===== src/rtl/pb_port_hold_decoder.sv =====
// rtl/pb_port_hold_decoder.sv - registered port_id hold decoder with stretched active-low strobes
module pb_port_hold_decoder #(
  parameter int                N_CH        = 9,
  parameter logic [N_CH*8-1:0] ADDR_MAP    = {8'h0C, 8'h0B, 8'h0A, 8'h08, 8'h07,
                                              8'h06, 8'h05, 8'h04, 8'h03},
  parameter int                DATA_W      = 8,
  parameter int                HOLD_CYCLES = 1
) (
  input  logic              clk,
  input  logic              reset,
  input  logic              write_strobe,
  input  logic [7:0]        port_id,
  input  logic [DATA_W-1:0] out_port,
  input  logic [N_CH-1:0]   ch_enable,
  input  logic              err_clr,
  output logic [N_CH-1:0]   hold_n,
  output logic [DATA_W-1:0] data_q,
  output logic [3:0]        active_ch,
  output logic              busy,
  output logic              err_unmapped
);

  localparam int         CH_W   = (N_CH > 1) ? $clog2(N_CH) : 1;
  localparam logic [7:0] RELOAD = 8'(HOLD_CYCLES - 1);

  typedef enum logic {IDLE, HOLD} state_t;

  state_t            state;
  logic [7:0]        cnt;
  logic              hit;
  logic [CH_W-1:0]   hit_idx;
  logic [N_CH-1:0]   hit_onehot;

  // Scan from the top down so the lowest matching index is the one left standing.
  always_comb begin
    hit     = 1'b0;
    hit_idx = '0;
    for (int i = N_CH - 1; i >= 0; i--) begin
      if (write_strobe && ch_enable[i] && (port_id == ADDR_MAP[i*8 +: 8])) begin
        hit     = 1'b1;
        hit_idx = CH_W'(i);
      end
    end
    hit_onehot = '0;
    for (int i = 0; i < N_CH; i++) begin
      hit_onehot[i] = hit && (i == int'(hit_idx));
    end
  end

  // A new match always wins over the running stretch, so only one strobe is ever low.
  always_ff @(posedge clk) begin
    if (reset) begin
      state        <= IDLE;
      cnt          <= '0;
      hold_n       <= '1;
      data_q       <= '0;
      active_ch    <= '0;
      busy         <= 1'b0;
      err_unmapped <= 1'b0;
    end else begin
      if (hit) begin
        state     <= HOLD;
        cnt       <= RELOAD;
        hold_n    <= ~hit_onehot;
        data_q    <= out_port;
        active_ch <= 4'(hit_idx);
        busy      <= 1'b1;
      end else if (state == HOLD) begin
        if (cnt != 8'd0) begin
          cnt <= cnt - 8'd1;
        end else begin
          state     <= IDLE;
          hold_n    <= '1;
          active_ch <= '0;
          busy      <= 1'b0;
        end
      end

      if (write_strobe && !hit) begin
        err_unmapped <= 1'b1;
      end else if (err_clr) begin
        err_unmapped <= 1'b0;
      end
    end
  end

endmodule


===== config.mk =====
export PLATFORM = sky130hd
export DESIGN_NAME = pb_port_hold_decoder
export DESIGN_NICKNAME = d
export VERILOG_FILES = /design/src/rtl/pb_port_hold_decoder.sv
export SDC_FILE = /design/constraint.sdc
export NUM_CORES = 1
export LEC_CHECK = 0
export CAP_MARGIN = 15
export CORE_MARGIN = 3
export CORE_UTILIZATION = 40
export DETAILED_ROUTE_END_ITERATION = 16
export PLACE_DENSITY = 0.76
export SLEW_MARGIN = 20
export SYNTH_ARGS = -nofsm -noshare
export SYNTH_HDL_FRONTEND = slang
export SYNTH_SLANG_ARGS = --single-unit

===== constraint.sdc =====
create_clock -name clk -period 1.85 [get_ports clk]
set_input_delay 0.37 -clock clk [delete_from_list [all_inputs] [get_ports clk]]
set_output_delay 0.37 -clock clk [all_outputs]
set_load 0.03 [all_outputs]

# --- After elaboration in Yosys (flattened, before gate mapping) ---
# Index checks and enable logic that the tools add are counted.
classes:
  addsub: 1
  n_eq_ne: 18
  n_mux: 32
  n_bitwise: 1
  reduce_logical: 36
ops:
  columns: ["op", "n"]
  rows:
  - ["2-to-1 mux 4 bit", 12]
  - ["== test 8 x 3 -> 1 bit, second input constant", 4]
  - ["== test 8 x 4 -> 1 bit, second input constant", 4]
  - ["logical AND 1 bit", 28]
  - ["2-to-1 mux 9 bit", 3]
  - ["== test 4 bit, first input constant", 5]
  - ["2-to-1 mux 1 bit", 17]
  - ["inverter 9 bit", 1]
  - ["== test 3 x 4 -> 1 bit, first input constant", 2]
  - ["== test 8 x 2 -> 1 bit, second input constant", 1]
  - ["nonzero test 8 bit", 1]
  - ["subtractor 8 x 1 -> 8 bit, second input constant", 1]
  - ["== test 2 x 4 -> 1 bit, first input constant", 1]
  - ["zero test 4 bit", 1]
  - ["AND reduction 2 bit", 2]
  - ["nonzero test 2 bit", 2]
  - ["!= test 2 bit, second input constant", 1]
  - ["OR reduction 2 bit", 1]
  - ["zero test 1 bit", 1]
totals:
  regBits: 32
  output_inout_bits: 23
  elab_cells: 95

# --- Longest topological paths before layout ---
# Gate-level depths: netlist of the first run.
logic_depth:
  depth_word: 15
  mapped_depth: 8
  mapped_depth_nobuf: 8

# --- Worst setup path before layout of the first run ---
# OpenSTA, ideal clock, no wires.
synth_timing:
  path_type: "input-to-reg"
  startpoint: "input port_id[1]"
  endpoint: "register hold_n[5]"
  t_arrival_ns: 1.628
  t_required_ns: 1.733
  path_slack_ns: 0.105
  cell_stages: 8
  path_buffers: 2
  cell_sequence: "buf_2 nand3b_1 a21oi_2 a311oi_2 a21o_4 nand3b_2 buf_6 o22a_1"
synth_via:
  elab_chain_cells: 15
synth_lines:
  columns: ["item", "line", "rtl"]
  rows:
  - ["start: declaration", "12", "input logic [7:0] port_id,"]
  - ["== test 8 x 4 -> 1 bit", "39", "if (write_strobe && ch_enable[i] && (port_id == ADDR_MAP[i*8 +: 8])) begin"]
  - ["logical AND 1 bit", "39", null]
  - ["2-to-1 mux 4 bit (9 in a row)", "39", null]
  - ["== test 4 bit", "46", "hit_onehot[i] = hit && (i == int'(hit_idx));"]
  - ["logical AND 1 bit", "46", null]
  - ["inverter 9 bit", "64", "hold_n <= ~hit_onehot;"]
  - ["2-to-1 mux 9 bit", "61", "if (hit) begin"]
  - ["end signal: assignment", "64", null]
  - ["end: declaration", "16", "output logic [N_CH-1:0] hold_n,"]
# Parallel ways exist; a longest one is shown, timed or not.
# A chain may end at the register's enable or synchronous reset.

# --- Final worst setup path of the first run ---
layout_timing:
  startpoint: "input ch_enable[1]"
  endpoint: "register data_q[5]"
layout_via:
  elab_chain_cells: 4
layout_lines:
  columns: ["item", "line", "rtl"]
  rows:
  - ["start: declaration", "14", "input logic [N_CH-1:0] ch_enable,"]
  - ["logical AND 1 bit (2 in a row)", "39", null]
  - ["2-to-1 mux 1 bit (2 in a row)", "39", null]
  - ["end signal: assignment", "65", "data_q <= out_port;"]
  - ["end: declaration", "17", "output logic [DATA_W-1:0] data_q,"]
# Every way passes these cells.

==> metrics.cfg, run 1 <==
[cts]
cts-hold-fix-buffers=0
cts_buffer_depth=2
htree_levels=2
cts-root-buf=clkbuf_4
cts.reportedPaths.clkPinSlew_ns=0.10
clock-sinks=32
tritoncts=done
clock_latency_ns=0.32
cts_buffers=5

[timing]
setup_slack_ns=0.0881
tightestPinTransition_ns=0.432
rsz0062_at_grt=true
setup_viol=0
hold_viol_final=0
fmax_mhz=568
slew_headroom_pct=71.0
slew_viol_final=0
finalCritPeriodShare_pct=95.2
clock_skew_ns=0.0136
fin_crit_ns=1.76

[detailed_routing]
wl_per_cell_um=13.4
first_pass_iters=4
drt_iter0_drc=72
viasPerCell=4.96
detail-route-antenna-nets=0
vias=1390
drc=0
wl_mm=3.75

[setup_path]
crit_required_ns=2.07
crit_path_end_kind=register
arrival_ns=1.98
r2r_slack_ns=0.13
worst-path-buf-inv=2
max_stage_delay_ns=0.43
startpoint_type=input port
path_cells=clkdlybuf4s50_1 > mux2_4 > a311oi_4 > a21o_4 > buf_6 > mux2i_1 > nor2_1
critPathTopFamily=buffers and inverters
crit_type=in -> reg
critPathSlowestCell=clkdlybuf4s50_1
critPathMaxFanout=6

[logic_synthesis]
ys_seq_area_share_pct=44.3
ys_ff_latch=32
async_flop_share_pct=0
yosys.area.top_type=dfxtp_1
ys_warn_count=0
synthDistinctLibCells=43
syn_nets=186
synth_top_area_share_pct=44.3
synthCells=156
synth_flop_cell=dfxtp_1
synthTopCellsByArea=dfxtp_1 44%, mux2i_1 6.9%, nor2_1 6.5%
syn_area_per_cell_um2=9.26
synth_area_um2=1450
synth_edf_count=0

[pwr]
switchingPower_uw=307
internal_power_uw=1080
seqPwrFrac_pct=49.9
powerDensity_nw_per_um2=603
power.share.clock_pct=37.2
switching_share_pct=22.1
combPwrFrac_pct=12.9
ir_drop_mv=0.622
total_power_uw=1390
p_leak_uw=0.000930

[grt]
antenna_found_initial=0
grtUsageTotal_pct=19.0
overflow=0
grt_max_degree=17
grt_pass1_vias=1485
grt_pass1_wl_mm=6.40

[die]
start_util_pct=42.3
die_y_um=66.1
std_cell_rows=21
core_um2=3420
io_pins=52
fp.dieArea_um2=4370
die_w_um=66.1

[layout]
area_delta_synth_final_pct=59.2
antennaDiodeCount=0
fin_nets=263
finish.instance_area_um2=2300
drive_above_1_share_pct=20.9

[place]
placed_area_um2=2150
dpl.hpwl_mm=2.90
place_ws_ns=-0.597
place.gp.congestion=0.869
io_buffers=51

[run]
maxCapViolations=0

[worst_hold_path]
hp-class=reg -> reg

[status]
status=finished, final reports clean

worst min-delay path, delay by kind of cell (launching register included):
family,cells,cell delay (ns)
flip-flops,1,0.32
AO/OA/AOI/OAI,1,0.06
buffers and inverters,1,0.05
synthesized netlist by cell type (3+ instances only):
cell type   n
a21oi_1     8
buf_2       3
clkbuf_1    3
dfxtp_1    32
inv_1       8
mux2i_1    10
nand2_1     6
nand2b_1    3
nand3_1     6
nand3b_1    3
nor2_1     25
o32a_1      5
xor2_1      3
routing by layer:
metal,GRT usage [%],vias to the layer above,routed length [µm]
li1,-,701,-
met1,22.6,648,1580
met2,33.1,36,1970
met3,5.61,5,174
met4,4.82,0,25
met5,0,-,0
final cells by class:
type | instances | area, µm²
clock inverter | 2 | 35.0
tap | 46 | 57.6
multi-input combinational | 108 | 779
fill | 287 | 1110
timing repair buffer | 78 | 717
inverter | 8 | 30.0
sequential | 32 | 641
clock buffer | 6 | 41.3
worst paths after layout:
path                            cells after the start           end    startpoint
worst max register to register                      8        cnt[3]        cnt[0]
worst min register to register                      2  active_ch[1]  active_ch[1]
worst max-delay path                                7     data_q[5]  ch_enable[1]
worst min-delay path                                2  active_ch[1]  active_ch[1]
layout by cell type (no fill, tap or decap), types with 2 or more instances in the layout:
cell type | netlist | layout
clkdlybuf4s50_1 | 0 | 47
dfxtp_1 | 32 | 32
buf_4 | 0 | 25
nor2_1 | 25 | 24
mux2i_1 | 10 | 10
inv_1 | 8 | 8
a21oi_1 | 8 | 8
nand2_1 | 6 | 6
nand3_1 | 6 | 6
o32a_1 | 5 | 5
clkbuf_4 | 0 | 5
nand3b_1 | 3 | 3
xor2_1 | 3 | 3
dlygate4sd2_1 | 0 | 3
nand2b_1 | 3 | 2
nand2b_2 | 1 | 2
a2bb2oi_1 | 2 | 2
nor3_1 | 2 | 2
or2_1 | 2 | 2
o22a_1 | 2 | 2
nand4_1 | 2 | 2
o21a_1 | 2 | 2
o21ai_0 | 2 | 2
o22ai_1 | 2 | 2
xnor2_1 | 2 | 2
buf_6 | 2 | 2
sequential cells by signal, summed over array words and instances (netlist names):
signal        cells
data_q            8
err_unmapped      1
cnt               8
hold_n            9
busy              1
state             1
active_ch         4
metrics by stage:
step                std cells  hold slack [ns]  util (%)  TNS, ns
global route              280            0.508      67.4  -0.0132
finish                    280            0.466      67.4        0
detailed placement        270            0.452      63.0   -15.39
global placement          270            0.451      63.0   -13.04
floorplan                 156            0.464         -        0
CTS                       280            0.468      66.8        0
cells by family after synthesis:
group / after synthesis / share of synthesized area, %
adders and majority gates: 1 / 0.866
AOI/OAI and AO/OA: 31 / 16.6
and+or+nand+nor: 60 / 21.7
xor gates and xnor gates: 5 / 3.03
DFF: 32 / 44.3
buffers and inverters: 16 / 5.45
muxes: 11 / 7.97
power by group through the flow:
stage                     clock network, µW  logic [µW]  registers [µW]
final                                   516         179             693
after global routing                    563         192             694
after CTS                               531         178             693
after detailed placement                  0         170             709
after global placement                    0         166             709
after floorplan                           0        58.2             715
what timing repair did:
action,in CTS,in global routing
setup endpoints to repair,28,11
buffers inserted,2,0
resized for setup,11,7
pin swaps,2,1
gates cloned,0,0
(Power assumes the default switching activity.)
==> inputs of run 2 (changes only) <==
--- a/constraint.sdc
+++ b/constraint.sdc
@@ -3,2 +3,2 @@
 set_output_delay 0.37 -clock clk [all_outputs]
-set_load 0.03 [all_outputs]
+set_load 0.01 [all_outputs]
==> results of run 2 <==
Same layout as run 1 (identical final DEF). Status: finished, final reports clean.
Main changes from that run: total power 1390 µW -> 1380 µW
